File: config.mk
export PLATFORM = sky130hd
export DESIGN_NAME = serial_subtractor_flat
export DESIGN_NICKNAME = d
export VERILOG_FILES = /design/src/rtl/serial_subtractor_pkg.sv /design/src/rtl/serial_subtractor_if.sv /design/src/rtl/serial_subtractor_full_subtractor.sv /design/src/rtl/serial_subtractor.sv /design/src/flat_wrapper.sv
export SDC_FILE = /design/constraint.sdc
export NUM_CORES = 1
export LEC_CHECK = 0
export BUFFER_PORTS_ARGS = -buffer_cell sky130_fd_sc_hd__buf_4
export CAP_MARGIN = 25
export CELL_PAD_IN_SITES_DETAIL_PLACEMENT = 1
export CELL_PAD_IN_SITES_GLOBAL_PLACEMENT = 1
export CORE_MARGIN = 1.5
export CORE_UTILIZATION = 40
export DETAILED_ROUTE_END_ITERATION = 16
export PLACE_DENSITY_LB_ADDON = 0.1
export SYNTH_ARGS = -nofsm -noshare
export SYNTH_HDL_FRONTEND = slang
export SYNTH_HIERARCHICAL = 1
export SYNTH_SLANG_ARGS = --single-unit
File: constraint.sdc
create_clock -name clk -period 1.5 [get_ports clk]
set_clock_uncertainty 0.15 [all_clocks]
set_input_delay 0.3 -clock clk [delete_from_list [all_inputs] [get_ports clk]]
set_output_delay 0.3 -clock clk [all_outputs]
set_load 0.01 [all_outputs]
File: src/rtl/serial_subtractor_pkg.sv
// Shared definitions for the bit-serial subtractor: FSM state encoding and
// the default operand width.
package serial_subtractor_pkg;

  localparam int DEFAULT_WIDTH = 8;

  typedef enum logic [1:0] {
    IDLE = 2'd0,
    RUN  = 2'd1,
    DONE = 2'd2
  } state_e;

endpackage

File: src/rtl/serial_subtractor_if.sv
// Start/ready handshake, operands and result of the serial subtractor.
// The master drives a request; the slave (the subtractor) answers.
interface serial_subtractor_if
  import serial_subtractor_pkg::*;
#(
  parameter int WIDTH = DEFAULT_WIDTH
);

  logic             start;
  logic [WIDTH-1:0] a;
  logic [WIDTH-1:0] b;
  logic             ready;
  logic             busy;
  logic             done;
  logic [WIDTH-1:0] diff;
  logic             borrow_out;

  modport master (
    output start, a, b,
    input  ready, busy, done, diff, borrow_out
  );

  modport slave (
    input  start, a, b,
    output ready, busy, done, diff, borrow_out
  );

endinterface

File: src/rtl/serial_subtractor_full_subtractor.sv
// One-bit combinational subtract cell: d = x - y - bin, with borrow out.
module full_subtractor (
  input  logic x,
  input  logic y,
  input  logic bin,
  output logic d,
  output logic bout
);

  assign d    = x ^ y ^ bin;
  assign bout = (~x & y) | (~(x ^ y) & bin);

endmodule

File: src/rtl/serial_subtractor.sv
// Bit-serial LSB-first unsigned subtractor: one subtract cell, a registered
// borrow and a counter step through WIDTH bits per operation.
module serial_subtractor
  import serial_subtractor_pkg::*;
#(
  parameter int WIDTH = DEFAULT_WIDTH
) (
  input  logic               clk,
  input  logic               rst_n,
  serial_subtractor_if.slave bus
);

  localparam int               CNT_W    = $clog2(WIDTH);
  localparam logic [CNT_W-1:0] LAST_BIT = CNT_W'(WIDTH - 1);

  state_e           state_q, state_d;
  logic [WIDTH-1:0] sa_q, sa_d;
  logic [WIDTH-1:0] sb_q, sb_d;
  logic [WIDTH-1:0] res_q, res_d;
  logic [WIDTH-1:0] diff_q, diff_d;
  logic             br_q, br_d;
  logic             borrow_q, borrow_d;
  logic [CNT_W-1:0] cnt_q, cnt_d;
  logic             cell_d;
  logic             cell_bout;

  full_subtractor u_cell (
    .x    (sa_q[0]),
    .y    (sb_q[0]),
    .bin  (br_q),
    .d    (cell_d),
    .bout (cell_bout)
  );

  always_comb begin
    state_d  = state_q;
    sa_d     = sa_q;
    sb_d     = sb_q;
    res_d    = res_q;
    diff_d   = diff_q;
    br_d     = br_q;
    borrow_d = borrow_q;
    cnt_d    = cnt_q;
    case (state_q)
      IDLE: begin
        if (bus.start) begin
          sa_d    = bus.a;
          sb_d    = bus.b;
          br_d    = 1'b0;
          cnt_d   = '0;
          state_d = RUN;
        end
      end
      RUN: begin
        sa_d  = sa_q >> 1;
        sb_d  = sb_q >> 1;
        br_d  = cell_bout;
        res_d = {cell_d, res_q[WIDTH-1:1]};
        cnt_d = cnt_q + 1'b1;
        // The visible result only moves on the final bit, so it stays stable during RUN.
        if (cnt_q == LAST_BIT) begin
          diff_d   = {cell_d, res_q[WIDTH-1:1]};
          borrow_d = cell_bout;
          state_d  = DONE;
        end
      end
      DONE: begin
        state_d = IDLE;
      end
      default: begin
        state_d = IDLE;
      end
    endcase
  end

  always_ff @(posedge clk or negedge rst_n) begin
    if (!rst_n) begin
      state_q  <= IDLE;
      sa_q     <= '0;
      sb_q     <= '0;
      res_q    <= '0;
      diff_q   <= '0;
      br_q     <= 1'b0;
      borrow_q <= 1'b0;
      cnt_q    <= '0;
    end else begin
      state_q  <= state_d;
      sa_q     <= sa_d;
      sb_q     <= sb_d;
      res_q    <= res_d;
      diff_q   <= diff_d;
      br_q     <= br_d;
      borrow_q <= borrow_d;
      cnt_q    <= cnt_d;
    end
  end

  assign bus.ready      = (state_q == IDLE);
  assign bus.busy       = (state_q == RUN);
  assign bus.done       = (state_q == DONE);
  assign bus.diff       = diff_q;
  assign bus.borrow_out = borrow_q;

endmodule
File: src/flat_wrapper.sv
// flat-port wrapper written by rule: the top's interface ports become plain ports
module serial_subtractor_flat import serial_subtractor_pkg::*;
#(
  parameter int WIDTH = DEFAULT_WIDTH
)
  (clk, rst_n, bus_start, bus_a, bus_b, bus_ready, bus_busy, bus_done, bus_diff, bus_borrow_out);
  serial_subtractor_if #(.WIDTH(WIDTH)) bus_i ();
  input  logic clk;
  input  logic rst_n;
  input wire logic [$bits(bus_i.start)-1:0] bus_start;
  input wire logic [$bits(bus_i.a)-1:0] bus_a;
  input wire logic [$bits(bus_i.b)-1:0] bus_b;
  output wire logic [$bits(bus_i.ready)-1:0] bus_ready;
  output wire logic [$bits(bus_i.busy)-1:0] bus_busy;
  output wire logic [$bits(bus_i.done)-1:0] bus_done;
  output wire logic [$bits(bus_i.diff)-1:0] bus_diff;
  output wire logic [$bits(bus_i.borrow_out)-1:0] bus_borrow_out;
  assign bus_i.start = bus_start;
  assign bus_i.a = bus_a;
  assign bus_i.b = bus_b;
  assign bus_ready = bus_i.ready;
  assign bus_busy = bus_i.busy;
  assign bus_done = bus_i.done;
  assign bus_diff = bus_i.diff;
  assign bus_borrow_out = bus_i.borrow_out;
  serial_subtractor #(.WIDTH(WIDTH)) u_core (.clk(clk), .rst_n(rst_n), .bus(bus_i));
endmodule
* Word level (Yosys, flattened, before mapping) *
Index checks and enable logic that the tools add are counted.
W data, S select, Z words.

operators by class
  $add $sub $neg = 1
  multiply operators = 0
  div/mod/pow operators = 0
  order comparisons = 0
  equality and inequality tests = 5
  shift-type cells = 0
  multiplexer cells = 11
  bitwise operators = 7
  reductions and logical operators = 5

operators with widths
  operator               number
  $pmux W8 S2            2
  $mux W8                2
  $pmux W3 S2            1
  $reduce_and A2 Y1      3
  $mux W2                2
  $pmux W2 S2            1
  $add A3 B1 Y3 const B  1
  $eq A3 B3 Y1 const B   1
  $mux W3                1
  $and A1 B1 Y1          2
  $eq A2 B1 Y1 const B   1
  $eq A2 B2 Y1 const B   1
  $logic_not A2 Y1       1
  $ne A2 B1 Y1 const B   1
  $ne A2 B2 Y1 const B   1
  $not A1 Y1             2
  $pmux W1 S2            1
  $reduce_bool A2 Y1     1
  $xor A1 B1 Y1          2
  $mux W1                1
  $or A1 B1 Y1           1

word-level totals
  register bits after elaboration = 39
  latch bits = 0
  bits in writable memories = 0
  bits in read-only memories = 0
  input port bits = 19
  output and inout port bits = 12
  word-level logic and storage cells = 37
  memories kept = 0

* Logic depth before layout (Yosys ltp) *
  depth after elaboration = 5
  depth in mapped cells = 5
  mapped depth without buffers = 4

* Modules after synthesis *
Netlist, hierarchy kept.

by module, submodules not included
  module             times used  cells an instance  area each (µm²)  seq. area each (µm²)
  serial_subtractor  1           139                1752.9           950.9
  full_subtractor    1           4                  31.3             0.0

* Worst setup path after synthesis *
Ideal clock, no wire load.

  kind = register to register
  start point = register u_core.cnt_q[0]
  end point = register u_core.borrow_q (netlist: u_core/bus.borrow_out)
  library setup time = 125 ps
  arrival = 1336 ps
  data required time = 1225 ps
  setup slack = -111 ps
  cell stages (with the launch flop) = 6
  path buffers = 1
  clock period less this slack = 1611 ps
  path through = dfrtp_1 ha_1 ha_1 nand3b_1 buf_2 mux2_2

on the way
  longest elaborated chain between the ends = 2

RTL lines
  element                             line                     RTL
  from (decl)                         serial_subtractor.sv:23  logic [CNT_W-1:0] cnt_q, cnt_d;
  from (signal assigned)              serial_subtractor.sv:94  cnt_q <= cnt_d;
  $eq A3 B3 Y1                        serial_subtractor.sv:61  if (cnt_q == LAST_BIT) begin
  $reduce_and A2 Y1 (no source line)  -
  to (signal assigned)                serial_subtractor.sv:93  borrow_q <= borrow_d;
  to (decl)                           serial_subtractor.sv:22  logic borrow_q, borrow_d;

Every way passes these cells.
A chain may end at the register's enable or synchronous reset.

* Worst setup path in the final report *
  start point = register u_core.state_q[1]
  end point = output port bus_busy

on the way
  longest elaborated chain between the ends = 1

RTL lines
  element                 line                     RTL
  from (decl)             serial_subtractor.sv:16  state_e state_q, state_d;
  from (signal assigned)  serial_subtractor.sv:87  state_q <= state_d;
  $eq A2 B1 Y1            serial_subtractor.sv:99  assign bus.busy = (state_q == RUN);
  to (decl)               flat_wrapper.sv:14       output wire logic [$bits(bus_i.busy)-1:0] bus_busy;

Every way passes these cells.

==> run_results.csv <==
group,metric,value,unit
synth,ys_ff_latch,38,
clock_network,cts_tree,"done",
synth,netlist_area,0.00178,sq mm
synth,yosys_warnings,6,
placement,dpl-instance-area,0.00210,sq mm
route,ant_nets,0,
final_layout,nets,213,
final_layout,final_cell_area,0.00269,sq mm
floorplan,die_y,69.8,um
floorplan,ios,31,
critical_path,crit_start,"u_core/state_q[1]",
critical_path,rr_worst_depth,5,
power,power_density,2050,mW/mm^2
synth,syn_inst,143,
floorplan,initial_utilization,41.3,%
route,dr.first_iter.drc_count,59,
placement,place_hpwl,2.65,mm
synth,postSynthAreaPerCell,12.5,sq um
route,drc,0,
global_routing,antenna_found_initial,0,
timing,timing.final.crit_share,110,%
power,leakage,0.00123,uW
outcome,violations,"setup timing",
synth,synth.distinct_cells,25,
timing,drv_slew,0,
timing,fmax,606,MHz
synth,synth-edff-count,0,
global_routing,grt_pass1_vias,1414,
global_routing,gr-total-overflow,0,
critical_path,arrival,1.20,ns
synth,synth.most_common_cell,"dfrtp_1",
final_layout,drive_gt1_share,57.3,%
clock_network,cts_root_buf,"clkbuf_8",
critical_path,critPathLaunchType,"flop",
timing,hold_slack,0.120,ns
route,vias,1341,
placement,pre_cts_ws,-0.111,ns
timing,worst_pin_slew,0.496,ns
floorplan,coreArea,0.00432,sq mm
floorplan,num_rows,24,
critical_path,crit_path_end,"bus_busy",
final_layout,syn2layout_area_growth,50.9,%
placement,gp_congestion,0.719,
final_layout,diodes,0,
worst_hold_path,hp-class,"input port to flop",
synth,ys_seq_area_share,53.3,%
global_routing,grt_pass1_wl,7.28,mm
power,ir_worst_vdd,0.000923,V
critical_path,rrSetupSlack,-0.11,ns
clock_network,clock-sinks,38,
floorplan,die-area,0.00487,sq mm
clock_network,clk_pin_slew,0.08,ns
route,routed_wl,4.90,mm
critical_path,end_kind,"primary output",
critical_path,r2r_start,"u_core/cnt_q[1]",
synth,synth_common_cells,"dfrtp_1, inv_1, mux2_2",
synth,yosysTopAreaCell,"dfrtp_1",
synth,ys.flop_type,"dfrtp_1",
route,vias_per_cell,5.50,
route,drt_pass1_iterations,4,
clock_network,cts_max_path_buffers,2,
synth,async_flop_share,100,%
synth,ys_top_cells_by_area,"dfrtp_1, mux2_2, nor4b_1",
run,cap_violations,0,
critical_path,path_max_fanout,3,
floorplan,die_w,69.8,um
critical_path,critPathKind,"flop to primary output",
route,wire_per_inst,20.1,um
synth,synth_top_area_share,53.3,%
clock_network,h-tree-depth,2,
placement,port_buffers,30,
timing,finalSetupViolCount,33,
critical_path,rr_endpoint,"u_core/bus.diff[5]",
synth,synth_nets,165,
timing,hold_viol,0,
global_routing,grt_max_degree,39,
timing,rsz0062_at_grt,"true",
global_routing,grtUsageTotal,19.2,%
clock_network,clk-insertion-delay-late,0.29,ns
outcome,status,"finished with violations",
timing,relSlewSlack,66.9,%
critical_path,cp.required,1.05,ns
clock_network,cts_buffers,5,
timing,period_needed,1.65,ns
timing,layout_setup_ws,-0.150,ns
cell usage in the layout (no fill, tap or decap), types with 2 or more instances in the layout:
cell	count
buf_8	2
clkbuf_16	2
buf_4	35
dfrtp_1	37
mux2_4	10
a211oi_2	11
nor3b_1	9
inv_1	18
nor2b_4	2
buf_6	8
nor4b_4	8
mux2_2	7
nand2b_1	2
nor3b_2	2
a22o_1	3
nor4b_2	3
a222oi_1	3
clkbuf_8	6
buf_12	4
nor2b_1	3
worst min path at each step:
stage / end / cells past startpoint / start
after floorplan: u_core/br_q / 0 / rst_n
after global placement: u_core/sa_q[3] / 1 / rst_n
after detailed placement: u_core/sa_q[3] / 1 / rst_n
after CTS: u_core/sa_q[7] / 2 / bus_a[7]
after global routing: u_core/sa_q[7] / 2 / bus_a[7]
final: u_core/sa_q[7] / 2 / bus_a[7]
area by class of cell:
class / instances / area, sq um
clock inverters: 2 / 12.5
well taps: 52 / 65.1
flip-flops and latches: 38 / 952
multi-input cells: 74 / 953
inverters: 19 / 71.3
fillers: 417 / 1630
repair buffers: 53 / 556
clock buffers: 6 / 82.6
routing by layer:
| metal | vias to the layer above | wire [um] | GRT usage [%] | share of wire, % |
|---|---|---|---|---|
| li1 | 605 | - | - | - |
| met1 | 692 | 2150 | 25.9 | 44 |
| met2 | 32 | 2440 | 30.5 | 50 |
| met3 | 12 | 190 | 4.94 | 3.9 |
| met4 | 0 | 116 | 6.20 | 2.4 |
| met5 | - | 0 | 0 | 0 |
repair_timing:
action,in CTS,in global routing
hold buffers,1,0
buffers inserted,8,1
pin swaps,2,14
endpoints found under the hold margin,38,0
gates cloned,1,2
resized for setup,19,46
endpoints found under the setup margin,12,36
flip-flops by register name (all words and copies together) (netlist names):
name,count
u_core/bus.borrow_out,1
u_core/state_q,2
u_core/cnt_q,3
u_core/sb_q,8
u_core/br_q,1
u_core/sa_q,8
u_core/bus.diff,8
u_core/res_q,7
kinds of logic after synthesis:
kind of cell    share of synthesized area, %
mux                                     10.7
compound gates                          10.2
simple gates                            14.4
flops                                   53.3
fa+ha+maj                               2.52
buf+inv                                 8.91
critical path, stage by stage (launching register included):
cell and delay [ns]:
dfrtp_2 0.47, buf_6 0.15, nor2b_4 0.17, buf_6 0.13
report_power, final:
| part | leakage (uW) | total (uW) | internal, uW | switching [uW] |
|---|---|---|---|---|
| clock network | 0.0000472 | 744 | 370 | 375 |
| logic | 0.000739 | 2900 | 1670 | 1230 |
| registers | 0.000448 | 1860 | 1530 | 335 |
| total | 0.00123 | 5510 | 3560 | 1940 |
through the flow:
| stage | power, uW | setup TNS, ns | cells | utilization, % |
|---|---|---|---|---|
| 2_1_floorplan | 3090 | -0.0684 | 143 | - |
| 3_3_place_gp | 3680 | -0.548 | 223 | 48.7 |
| 3_5_place_dp | 3820 | -0.898 | 223 | 48.7 |
| 4_1_cts | 4930 | -1.38 | 241 | 55.2 |
| 5_1_grt | 5860 | -3.76 | 244 | 62.3 |
| 6_report | 5510 | -2.04 | 244 | 62.3 |
No activity file was read; power rests on OpenSTA's default activity.
